==> src/rtl/nvram_uploader.sv <==
`default_nettype none
// =============================================================================
// Module  : nvram_uploader
// Brief   : Streams the CMOS RAM back to the HPS over ioctl upload; tracks dirty.
// Revision: 1.0
// =============================================================================
module nvram_uploader #(
    parameter int          ADDR_W   = 10,
    parameter int          DATA_W   = 4,
    parameter logic [15:0] NV_INDEX = 16'd4,
    parameter logic [7:0]  PAD_BYTE = 8'hFF
) (
    input  logic              clk_sys,
    input  logic              reset_n,
    input  logic              ioctl_upload,
    input  logic [15:0]       ioctl_index,
    input  logic              ioctl_rd,
    input  logic [24:0]       ioctl_addr,
    output logic [7:0]        ioctl_din,
    output logic              ioctl_wait,
    output logic [ADDR_W-1:0] nv_addr,
    output logic              nv_rd,
    input  logic [DATA_W-1:0] nv_q,
    input  logic              nv_cpu_wr,
    output logic              dirty,
    output logic              busy
);

    localparam logic [ADDR_W:0] c_DEPTH = {1'b1, {ADDR_W{1'b0}}};

    typedef enum logic [1:0] {
        S_IDLE  = 2'd0,
        S_FETCH = 2'd1,
        S_LATCH = 2'd2,
        S_PAD   = 2'd3
    } state_t;

    state_t            r_state, w_state_nxt;
    logic              r_pending, w_pending_nxt;
    logic [24:0]       r_pend_addr, w_pend_addr_nxt;
    logic [7:0]        r_din, w_din_nxt;
    logic              r_wait, w_wait_nxt;
    logic [ADDR_W-1:0] r_nv_addr, w_nv_addr_nxt;
    logic              r_nv_rd, w_nv_rd_nxt;
    logic [ADDR_W:0]   r_byte_cnt;
    logic              r_wr_during;
    logic              r_dirty;
    logic              r_busy;

    logic              w_sel, w_sess_start, w_sess_end, w_rd;
    logic              w_have_req, w_req_pad, w_launch, w_cnt_inc;
    logic [24:0]       w_req_addr;

    assign w_sel        = ioctl_upload && (ioctl_index == NV_INDEX);
    assign w_sess_start = w_sel && !r_busy;
    assign w_sess_end   = !w_sel && r_busy;
    assign w_rd         = ioctl_rd && w_sel;

    // A request presented this cycle takes priority over (replaces) the pending one.
    assign w_have_req = w_rd || r_pending;
    assign w_req_addr = w_rd ? ioctl_addr : r_pend_addr;
    assign w_req_pad  = (w_req_addr >> ADDR_W) != 25'd0;

    always_comb begin
        w_state_nxt     = r_state;
        w_pending_nxt   = r_pending;
        w_pend_addr_nxt = r_pend_addr;
        w_din_nxt       = r_din;
        w_wait_nxt      = r_wait;
        w_nv_addr_nxt   = r_nv_addr;
        w_nv_rd_nxt     = 1'b0;
        w_launch        = 1'b0;
        w_cnt_inc       = 1'b0;

        case (r_state)
            S_IDLE: begin
                w_launch = w_have_req;
            end
            S_FETCH: begin
                w_state_nxt = S_LATCH;
                if (w_rd) begin
                    w_pending_nxt   = 1'b1;
                    w_pend_addr_nxt = ioctl_addr;
                end
            end
            S_LATCH: begin
                w_din_nxt   = 8'(nv_q);
                w_cnt_inc   = 1'b1;
                w_wait_nxt  = 1'b0;
                w_state_nxt = S_IDLE;
                w_launch    = w_have_req;
            end
            default: begin
                w_din_nxt   = PAD_BYTE;
                w_wait_nxt  = 1'b0;
                w_state_nxt = S_IDLE;
                w_launch    = w_have_req;
            end
        endcase

        // Chaining straight out of LATCH/PAD keeps ioctl_wait high between fetches.
        if (w_launch) begin
            w_pending_nxt = 1'b0;
            w_wait_nxt    = 1'b1;
            if (w_req_pad) begin
                w_state_nxt = S_PAD;
            end else begin
                w_state_nxt   = S_FETCH;
                w_nv_addr_nxt = w_req_addr[ADDR_W-1:0];
                w_nv_rd_nxt   = 1'b1;
            end
        end

        if (w_sess_end) begin
            w_state_nxt   = S_IDLE;
            w_pending_nxt = 1'b0;
            w_wait_nxt    = 1'b0;
            w_nv_rd_nxt   = 1'b0;
            w_din_nxt     = r_din;
            w_cnt_inc     = 1'b0;
        end
    end

    always_ff @(posedge clk_sys or negedge reset_n) begin
        if (!reset_n) begin
            r_state     <= S_IDLE;
            r_pending   <= 1'b0;
            r_pend_addr <= '0;
            r_din       <= '0;
            r_wait      <= 1'b0;
            r_nv_addr   <= '0;
            r_nv_rd     <= 1'b0;
        end else begin
            r_state     <= w_state_nxt;
            r_pending   <= w_pending_nxt;
            r_pend_addr <= w_pend_addr_nxt;
            r_din       <= w_din_nxt;
            r_wait      <= w_wait_nxt;
            r_nv_addr   <= w_nv_addr_nxt;
            r_nv_rd     <= w_nv_rd_nxt;
        end
    end

    always_ff @(posedge clk_sys or negedge reset_n) begin
        if (!reset_n) begin
            r_busy      <= 1'b0;
            r_byte_cnt  <= '0;
            r_wr_during <= 1'b0;
            r_dirty     <= 1'b0;
        end else begin
            r_busy <= w_sel;

            if (w_sess_start) begin
                r_byte_cnt <= '0;
            end else if (w_cnt_inc && (r_byte_cnt != c_DEPTH)) begin
                r_byte_cnt <= r_byte_cnt + 1'b1;
            end

            if (w_sess_start) begin
                r_wr_during <= 1'b0;
            end else if (nv_cpu_wr && r_busy) begin
                r_wr_during <= 1'b1;
            end

            // Only a complete, undisturbed upload proves the saved image is current.
            if (nv_cpu_wr) begin
                r_dirty <= 1'b1;
            end else if (w_sess_end && (r_byte_cnt == c_DEPTH) && !r_wr_during) begin
                r_dirty <= 1'b0;
            end
        end
    end

    assign ioctl_din  = r_din;
    assign ioctl_wait = r_wait;
    assign nv_addr    = r_nv_addr;
    assign nv_rd      = r_nv_rd;
    assign dirty      = r_dirty;
    assign busy       = r_busy;

endmodule
`default_nettype wire

==> config.mk <==
export PLATFORM = sky130hd
export DESIGN_NAME = nvram_uploader
export DESIGN_NICKNAME = d
export VERILOG_FILES = /design/src/rtl/nvram_uploader.sv
export SDC_FILE = /design/constraint.sdc
export NUM_CORES = 1
export LEC_CHECK = 0
export CAP_MARGIN = 20
export CORE_AREA = 2 2 79 81
export CTS_CLUSTER_SIZE = 12
export DETAILED_ROUTE_END_ITERATION = 10
export DIE_AREA = 0 0 81 83
export PLACE_DENSITY = 0.84
export SYNTH_ARGS = -nofsm -noshare
export SYNTH_HDL_FRONTEND = slang
export SYNTH_SLANG_ARGS = --single-unit
==> constraint.sdc <==
create_clock -name clk_sys -period 2.42 [get_ports clk_sys]
set_input_delay 0.242 -clock clk_sys [delete_from_list [all_inputs] [get_ports clk_sys]]
set_output_delay 0.242 -clock clk_sys [all_outputs]
set_load 0.02 [all_outputs]
==> flow_summary_export.csv <==
group,metric,value,unit
final_layout,diodes,0,
min_path,holdCritPathClass,"in2async",
placed_design,port_buffers,71,
outcome,status,"completed",
timing,fin_worst_skew,0.0110,ns
worst_setup_path,crit_start,"ioctl_index[7]",
placed_design,dp_hpwl,4480,um
final_layout,layout-drive-gt1-share,20.6,%
clock_network,htree_levels,3,
clock_network,clk_latency,0.34,ns
timing,report.final.slew_viol_count,0,
detailed_routing,vias,2300,
detailed_routing,antenna_left,0,
detailed_routing,wl,6200,um
timing,setup_tns,0,ns
die,die-area,6720,um^2
die,ios,72,
synthesis,synth-edff-count,0,
global_routing,antenna_found_initial,0,
global_routing,gr-total-overflow,0,
synthesis,syn_area_per_cell,11.3,um^2
die,core_region_area,5820,um^2
worst_setup_path,regToRegStartpoint,"r_pend_addr[17]",
clock_network,clkSinkCount,59,
die,rows,28,
clock_network,cts-resized-gates,0,
timing,fmax,473,MHz
detailed_routing,dr.first_iter.drc_count,125,
global_routing,grtUsageTotal,19.8,%
synthesis,ys_seq_area_share,53.2,%
clock_network,cts_buffers,9,
placed_design,dp.cells,388,
detailed_routing,route.detailed.drc,0,
worst_setup_path,critPathMaxFanout,22,
pwr,max-vdd-ir-drop,0.000378,V
pwr,power_leakage,1.65,nW
final_layout,fin_cells,405,
clock_network,cts_tree,"done",
detailed_routing,wl_per_cell,15.3,um
detailed_routing,dr.pass1.iters,4,
worst_setup_path,startpoint_type,"primary input",
die,start_util,47.7,%
worst_setup_path,worstPathRequired,2.69,ns
die,fp.dieW,81,um
worst_setup_path,cp_data_arrival_time,2.38,ns
pwr,p_per_area,530,nW/um^2
synthesis,syn_nets,297,
timing,worst_pin_slew,0.487,ns
final_layout,areaGrowthSynthToFinish,38.2,%
synthesis,async_flop_share,100,%
detailed_routing,post_drt_via_cell_ratio,5.68,
flow_run,max_cap_viol_count,0,
global_routing,grt_first_pass_wirelength,10300,um
timing,min_period,2.11,ns
synthesis,yosysWarnings,0,
global_routing,grt_max_degree,60,
clock_network,clk_pin_slew_worst_paths,0.07,ns
synthesis,yosysUniqueCellTypes,37,
die,die_h,83,um
timing,min_period_over_period,87.3,%
synthesis,syn_inst,245,
worst_setup_path,critical_path_class,"in2reg",
final_layout,nets,377,
synthesis,synth-seq-cells,59,
synthesis,synth_area,2770,um^2
worst_setup_path,cp-end-kind,"register",
synthesis,synth-main-ff-cell,"dfrtp_1",
placed_design,place.gp.congestion,0.797,
timing,slew_headroom,67.5,%
global_routing,grt_pass1_vias,2278,
clock_network,root_buffer,"clkbuf_8",
clock_network,cts.path.max_buffers,2,
clock_network,holdBufCountCts,1,
timing,rsz0062_at_grt,"no",
timing,hold_viol_final,0,
timing,finalSetupViolCount,0,
clock_network,postCtsSetupRepairBufs,0,
power breakdown:
group / switching [mW] / internal (mW)
Combinational: 0.0508 / 0.0856
Sequential: 0.00198 / 0.989
Clock: 0.401 / 0.502
Total: 0.454 / 1.58
stage by stage:
stage          util (%)  power, mW  cell area [um^2]  worst slack, ns  hold WS, ns
2_1_floorplan         -       1.03              2770            0.498      -0.0536
3_3_place_gp       62.3       1.14              3620         -0.00274        0.271
5_1_grt            65.9       2.11              3830            0.183        0.459
4_1_cts            65.9       2.06              3830            0.340        0.444
6_report           65.9       2.03              3830            0.307        0.452
3_5_place_dp       62.3       1.15              3620          -0.0276        0.272
layout by cell type (no fill, tap or decap), types with 7 or more instances in the layout:
master            n
clkdlybuf4s50_1  70
dfrtp_1          59
mux2_2           26
nand2_1          14
nor4_1           13
nor2_1           12
a21oi_1          11
o32ai_1          10
o21ba_2          10
clkbuf_8         10
o21ai_0           8
o31ai_1           8
buf_4             8
or4_1             7
critical path: stages:
cell and delay, ns:
clkdlybuf4s50_1 0.43, or4b_4 0.55, nor2_1 0.17, a31oi_2 0.13, buf_12 0.17, or4_1 0.52
a21oi_1 0.16
Yosys cell counts (3+ instances only):
cell type	count	share of area [%]
nand3_1	5	0.90
clkbuf_1	4	0.54
or4_1	7	1.9
o31ai_1	8	2.2
o21ba_2	10	3.6
buf_4	5	1.4
nor3_1	6	1.1
o32ai_1	10	3.2
nor4_1	13	2.9
a21oi_1	11	2.0
inv_1	6	0.81
dfrtp_1	59	53
mux2_2	26	11
o21ai_0	8	1.4
or3_1	4	0.90
nor2_1	12	1.6
nand4_1	3	0.68
nand2b_1	4	0.90
nand2_1	14	1.9
buf_2	4	0.72
cells by family after synthesis:
family          after synthesis  synth area share (%)
fa+ha+maj                     2                 0.902
simple gates                 82                  16.9
compound gates               54                  14.1
buf+inv                      20                  3.56
flops                        59                  53.2
mux                          28                  11.3
worst paths after layout:
path                       slack [ns]        endpoint  cells past startpoint
max in group asynchronous        1.72    ioctl_din[6]                      3
setup / recovery                 0.31   r_byte_cnt[7]                      7
min in group clk_sys             0.49           dirty                      2
hold reg to reg                  0.50    ioctl_din[0]                      2
hold / removal                   0.45  r_pend_addr[6]                      3
setup reg to reg                 0.36      nv_addr[3]                      5
final cells by class:
class / instances / area [um^2]
clock buffers: 10 / 138
clock inverters: 6 / 63.8
fillers: 479 / 1980
inverters: 6 / 22.5
multi-input cells: 166 / 1200
flip-flops and latches: 59 / 1480
well taps: 75 / 93.8
repair buffers: 83 / 836
state kept, by name (all words and copies together), names as in the netlist:
| signal | flops |
|---|---|
| r_wr_during | 1 |
| r_state | 2 |
| nv_rd | 1 |
| busy | 1 |
| r_byte_cnt | 11 |
| dirty | 1 |
| r_pending | 1 |
| r_pend_addr | 25 |
| ioctl_din | 5 |
| ioctl_wait | 1 |
| nv_addr | 10 |
routing by layer:
metal  up-vias  GRT usage (%)  share of wire, %  wire length (um)
met5         -              0                 0                 0
met4         0           6.01               1.4                84
met3        11           6.52               4.9               306
met2        57           32.2                51              3150
met1      1136           24.9                43              2660
li1       1096              -                 -                 -
No activity file was read; power rests on OpenSTA's default activity.
